===== config.mk =====
export PLATFORM = sky130hd
export DESIGN_NAME = sync_up_down_counter_flat
export DESIGN_NICKNAME = d
export VERILOG_FILES = /design/src/rtl/sync_up_down_counter_pkg.sv /design/src/rtl/sync_up_down_counter_if.sv /design/src/rtl/sync_up_down_counter.sv /design/src/flat_wrapper.sv
export SDC_FILE = /design/constraint.sdc
export NUM_CORES = 1
export LEC_CHECK = 0
export ABC_AREA = 0
export BUFFER_PORTS_ARGS = -buffer_cell sky130_fd_sc_hd__buf_2
export CAP_MARGIN = 5
export CORE_AREA = 8 8 45 47
export DETAILED_ROUTE_END_ITERATION = 7
export DIE_AREA = 0 0 53 55
export GPL_TIMING_DRIVEN = 1
export PLACE_DENSITY = 0.54
export SYNTH_ARGS = -nofsm -noshare
export SYNTH_HDL_FRONTEND = slang
export SYNTH_SLANG_ARGS = --single-unit

===== constraint.sdc =====
create_clock -name clock -period 1.25 [get_ports clock]
set_input_delay 0.0625 -clock clock [delete_from_list [all_inputs] [get_ports clock]]
set_output_delay 0.0625 -clock clock [all_outputs]
set_load 0.03 [all_outputs]

===== src/rtl/sync_up_down_counter_pkg.sv =====
// Shared constants for the loadable up/down counter.
// Optional build macro: SYNC_UP_DOWN_COUNTER_SATURATE_EN (see sync_up_down_counter.sv).
package sync_up_down_counter_pkg;

  typedef enum logic {
    MODE_DOWN = 1'b0,
    MODE_UP   = 1'b1
  } cnt_dir_e;

  localparam int CNT_WIDTH_DEFAULT = 4;

endpackage : sync_up_down_counter_pkg


===== src/rtl/sync_up_down_counter_if.sv =====
// Control/data bundle between a counter user (master) and the counter (slave).
// Optional build macro: SYNC_UP_DOWN_COUNTER_SATURATE_EN (see sync_up_down_counter.sv).
interface sync_up_down_counter_if
  import sync_up_down_counter_pkg::*;
#(
   parameter int WIDTH = CNT_WIDTH_DEFAULT
);

   logic             load;
   logic             mode;
   logic             en;
   logic [WIDTH-1:0] din;
   logic [WIDTH-1:0] dout;
   logic             tc;

   modport master (
      output load, mode, en, din,
      input  dout, tc
   );

   modport slave (
      input  load, mode, en, din,
      output dout, tc
   );

endinterface : sync_up_down_counter_if


===== src/rtl/sync_up_down_counter.sv =====
// Loadable up/down binary counter with async active-low reset and terminal-count flag.
// Define SYNC_UP_DOWN_COUNTER_SATURATE_EN to make counting stop at the limits instead of wrapping.
module sync_up_down_counter
  import sync_up_down_counter_pkg::*;
#(
   parameter int WIDTH = CNT_WIDTH_DEFAULT
) (
   input  logic                   clock,
   input  logic                   rst,
   sync_up_down_counter_if.slave  bus
);

   localparam logic [WIDTH-1:0] ALL_ONES = '1;
   localparam logic [WIDTH-1:0] ZERO     = '0;
   localparam logic [WIDTH-1:0] ONE      = WIDTH'(1);

   logic [WIDTH-1:0] r_dout;
   logic [WIDTH-1:0] w_next;
   logic             w_up;

   // Load wins over counting; din is only looked at when load is set.
   function automatic logic [WIDTH-1:0] next_val(
      input logic [WIDTH-1:0] cur,
      input logic             ld,
      input logic             cnt_en,
      input logic             up,
      input logic [WIDTH-1:0] d
   );
      logic [WIDTH-1:0] nv;
      nv = cur;
      if (ld) begin
         nv = d;
      end else if (cnt_en) begin
`ifdef SYNC_UP_DOWN_COUNTER_SATURATE_EN
         if (up) nv = (cur == ALL_ONES) ? cur : cur + ONE;
         else    nv = (cur == ZERO)     ? cur : cur - ONE;
`else
         nv = up ? cur + ONE : cur - ONE;
`endif
      end
      return nv;
   endfunction

   assign w_up   = (bus.mode == MODE_UP);
   assign w_next = next_val(r_dout, bus.load, bus.en, w_up, bus.din);

   always_ff @(posedge clock or negedge rst) begin
      if (!rst) r_dout <= ZERO;
      else      r_dout <= w_next;
   end

   assign bus.dout = r_dout;
   assign bus.tc   = w_up ? (r_dout == ALL_ONES) : (r_dout == ZERO);

endmodule : sync_up_down_counter


===== src/flat_wrapper.sv =====
// flat-port wrapper written by rule: the top's interface ports become plain ports
module sync_up_down_counter_flat import sync_up_down_counter_pkg::*;
#(
   parameter int WIDTH = CNT_WIDTH_DEFAULT
)
  (clock, rst, bus_load, bus_mode, bus_en, bus_din, bus_dout, bus_tc);
  sync_up_down_counter_if #(.WIDTH(WIDTH)) bus_i ();
  input  logic clock;
  input  logic rst;
  input wire logic [$bits(bus_i.load)-1:0] bus_load;
  input wire logic [$bits(bus_i.mode)-1:0] bus_mode;
  input wire logic [$bits(bus_i.en)-1:0] bus_en;
  input wire logic [$bits(bus_i.din)-1:0] bus_din;
  output wire logic [$bits(bus_i.dout)-1:0] bus_dout;
  output wire logic [$bits(bus_i.tc)-1:0] bus_tc;
  assign bus_i.load = bus_load;
  assign bus_i.mode = bus_mode;
  assign bus_i.en = bus_en;
  assign bus_i.din = bus_din;
  assign bus_dout = bus_i.dout;
  assign bus_tc = bus_i.tc;
  sync_up_down_counter #(.WIDTH(WIDTH)) u_core (.clock(clock), .rst(rst), .bus(bus_i));
endmodule

---- Yosys cells after proc, flatten, opt, wreduce, memory -nomap -nowiden ----
Index checks and enable logic that the tools add are counted.
word-level totals
  input bits .............................. 9
  output and inout port bits .............. 5
  register bits ........................... 4
operators by class
  reduce and logical (&&, ||, !) cells .... 2
  mux-type cells .......................... 4
  equal/unequal tests ..................... 1
  $add $sub $neg .......................... 2
operators by type and width
  operator                                                            number
  4-bit 2-to-1 mux                                                    3
  4-bit by 1-bit adder with 4-bit output, second input constant       1
  4-bit equality test, second input constant                          1
  4-bit logical NOT                                                   1
  4-bit by 1-bit subtractor with 4-bit output, second input constant  1
  2-bit nonzero test                                                  1
  1-bit 2-to-1 mux                                                    1

---- Depth between registers and ports, before layout ----
  word-level depth ........................ 4
  depth in mapped cells ................... 5
  gate-level depth less buffers ........... 5

---- Least setup slack after synthesis ----
Ideal clock, no wire load.
  path kind ............................... register -> output
  start ................................... register u_core.r_dout[0] (netlist: u_core.bus.dout[0])
  end ..................................... output bus_tc
  arrival time ............................ 1.545 ns
  path buffers ............................ 0
  stages on the path, launching flop included .. 3
  setup slack ............................. -0.358 ns
  cell sequence ........................... dfrtp_1 > or4_1 > o21ai_1
between the ends
  word-level cells in the longest chain between the ends .. 2
ends and longest elaborated chain
  item                                                             line                        source
  start: declaration                                               sync_up_down_counter.sv:17  logic [WIDTH-1:0] r_dout;
  start signal: assignment                                         sync_up_down_counter.sv:49  else r_dout <= w_next;
  4-bit equality test / 4-bit logical NOT (equally long branches)  sync_up_down_counter.sv:53  assign bus.tc = w_up ? (r_dout == ALL_ONES) : (r_dout == ZERO);
  1-bit 2-to-1 mux (*)                                             sync_up_down_counter.sv:53
  end: declaration                                                 flat_wrapper.sv:15          output wire logic [$bits(bus_i.tc)-1:0] bus_tc;
Every way passes the cells marked *; elsewhere a longest branch is shown, timed or not.

---- Worst setup path in the final report ----
Same ends and word-level chain as after synthesis.

==> flow_summary_export.csv <==
group,metric,value,unit
placed_design,dp.cells,71,
sta,max_slew_margin,84.0,%
floorplan,io_pins,14,
sta,hold_violations,0,
pwr,p_leak,0.270,nW
synthesis,synth_compound_area_share,17.5,%
synthesis,synth-seq-area-share,29.9,%
sta,hold_slack,0.0407,ns
finish,nFillCells,146,
synthesis,synth_nets,48,
drt,dr.pass1.iters,4,
sta,timing.fmax,672,MHz
critical_path,crit_type,"reg2out",
synthesis,synth_mux_area_share,5.97,%
synthesis,synth-edff-count,0,
finish,largest_reg_flops,4,
clock_tree,cts_tree,"done",
placed_design,port_buffers,13,
critical_path,r2r_slack,-0.16,ns
clock_tree,clockBufferDepth,2,
drt,drt_wl_total,1040,um
finish,antenna_cells,0,
clock_tree,clockRootBuffer,"clkbuf_4",
clock_tree,cts_buffers,3,
finish,drive_gt1_share,56.5,%
global_routing,antenna_found_initial,0,
critical_path,start_kind,"register",
finish,syn_to_final_growth,68.7,%
placed_design,place_area,500,um^2
global_routing,grt.total_usage,8.27,%
job,drv_cap,0,
floorplan,die_h,55,um
hold_path,hp-class,"in2reg",
synthesis,synth_fa_ha_area_share,13.4,%
sta,post-route-min-period,1.49,ns
critical_path,required,1.19,ns
drt,wire_per_inst,13.4,um
synthesis,synthMostInstantiatedCell,"dfrtp_1",
global_routing,grt_pass1_vias,410,
critical_path,cp_data_arrival_time,1.42,ns
synthesis,syn_area,335,um^2
sta,worst_slack,-0.237,ns
synthesis,ys.flop_type,"dfrtp_1",
sta,clock_skew,0.00452,ns
status,outcome,"finished, violations left",
pwr,power_density,1160,nW/um^2
sta,maxSlewViolCount,0,
status,violations,"setup timing",
synthesis,syn_area_per_cell,9.31,um^2
critical_path,worstPathMaxFanout,2,
critical_path,cp-end-kind,"output port",
placed_design,gp_congestion,0.745,
synthesis,synth_top_family_by_area,"simple AND/OR/NAND/NOR gates",
floorplan,core-area,1380,um^2
finish,design_area,566,um^2
synthesis,yosys_warnings,0,
placed_design,hpwl,861,um
global_routing,grt_overflow_total,0,
synthesis,ys_ff_latch,4,
pwr,vdd_ir_drop_max,0.000281,V
synthesis,synth_cell_types,25,
finish,final_cells,78,
drt,drt-initial-drc-count,2,
synthesis,async_reset_ff_share,100,%
synthesis,synth_common_cells,"dfrtp_1, nand2_1, nand3_1, o21ai_0",
floorplan,start_util,24.2,%
finish,layout.nets,76,
sta,fin_setup_tns,-0.652,ns
synthesis,synth_xor_area_share,5.22,%
drt,vias,369,
synthesis,synth_top_area_cell,"dfrtp_1",
synthesis,synth-simple-area-share,23.5,%
clock_tree,clk_pin_slew,0.04,ns
global_routing,grt_max_degree,12,
drt,via_per_inst,4.73,
drt,antenna_left,0,
drt,route.detailed.drc,0,
synthesis,postSynthCellCount,36,
clock_tree,clock_latency,0.23,ns
synthesis,synthTopCellsByArea,"dfrtp_1, ha_1, fa_1, mux2i_1, nand3_1",
floorplan,die_w,53,um
clock_tree,cts_max_level,1,
sta,setup_viol,4,
global_routing,grt_pass1_wl,1790,um
sta,rsz0062_at_grt,"yes",
synthesis,synth_top_area_share,29.9,%
sta,fin_crit_sh,119,%
floorplan,die_area,2920,um^2
clock_tree,cts_sinks,4,
floorplan,rows,14,
sta,worstMarginPinSlew,0.237,ns
what timing repair did:
item | 4_1_cts | 5_1_grt
resized for setup | 5 | 0
buffers inserted | 3 | 0
setup endpoints to repair | 4 | 4
hold buffers | 1 | 0
pin swaps | 1 | 0
cloned | 0 | 0
endpoints found under the hold margin | 4 | 0
through the flow:
step | utilization [%] | setup WS, ns | power (mW)
2_1_floorplan | - | -0.136 | 0.352
3_3_place_gp | 36.2 | -0.108 | 0.467
3_5_place_dp | 36.2 | -0.125 | 0.472
4_1_cts | 40.9 | -0.247 | 0.667
5_1_grt | 40.9 | -0.285 | 0.710
6_report | 40.9 | -0.237 | 0.654
critical path: stages (launching register included):
cell	delay (ns)
dfrtp_2	0.40
or4_4	0.52
o21ai_4	0.13
buf_6	0.14
where the power goes:
part           internal [mW]  total [mW]  switching, mW  leakage (nW)
Clock                  0.107       0.153         0.0461        0.0138
Sequential             0.155       0.176         0.0204        0.0437
Combinational          0.156       0.326          0.169         0.213
Total                  0.419       0.654          0.236         0.270
metal layers:
| metal | vias up | global-route usage [%] | share of wire [%] |
|---|---|---|---|
| li1 | 188 | - | - |
| met1 | 172 | 8.56 | 39 |
| met2 | 9 | 15.2 | 52 |
| met3 | 0 | 2.94 | 8.5 |
| met4 | 0 | 2.59 | 0 |
| met5 | - | 0 | 0 |
area by class of cell:
| cell class | count | area [um^2] | area share, % |
|---|---|---|---|
| timing repair buffer | 25 | 164 | 29.0 |
| tap | 16 | 20.0 | 3.54 |
| sequential | 4 | 105 | 18.6 |
| clock buffer | 3 | 22.5 | 3.98 |
| multi-input combinational | 29 | 250 | 44.2 |
| inverter | 1 | 3.75 | 0.664 |
final timing paths:
| kind | startpoint | end | cells after the start |
|---|---|---|---|
| max in group asynchronous | rst | u_core.bus.dout[3] | 2 |
| hold reg to reg | u_core.bus.dout[3] | u_core.bus.dout[3] | 3 |
| hold / removal | bus_din[0] | u_core.bus.dout[0] | 3 |
| min in group asynchronous | rst | u_core.bus.dout[0] | 2 |
| setup reg to reg | u_core.bus.dout[1] | u_core.bus.dout[2] | 5 |
| setup / recovery | u_core.bus.dout[0] | bus_tc | 3 |
cell usage in the layout (no fill, tap or decap), types with 2 or more instances in the layout:
| cell type | instances |
|---|---|
| buf_2 | 12 |
| buf_4 | 11 |
| dfrtp_2 | 4 |
| nand3_1 | 3 |
| nand2_1 | 3 |
| clkbuf_4 | 3 |
| mux2i_1 | 2 |
| o21ai_1 | 2 |
logic make-up (layout without fill, tap and decap cells):
| kind of cell | Yosys count | in the layout |
|---|---|---|
| XOR/XNOR | 2 | 2 |
| AO/OA/AOI/OAI | 9 | 9 |
| multiplexers | 2 | 2 |
| buffers and inverters | 3 | 29 |
| AND/OR/NAND/NOR | 13 | 13 |
| flip-flops | 4 | 4 |
| adder cells (fa/ha/maj) | 3 | 3 |
(Power assumes the default switching activity.)
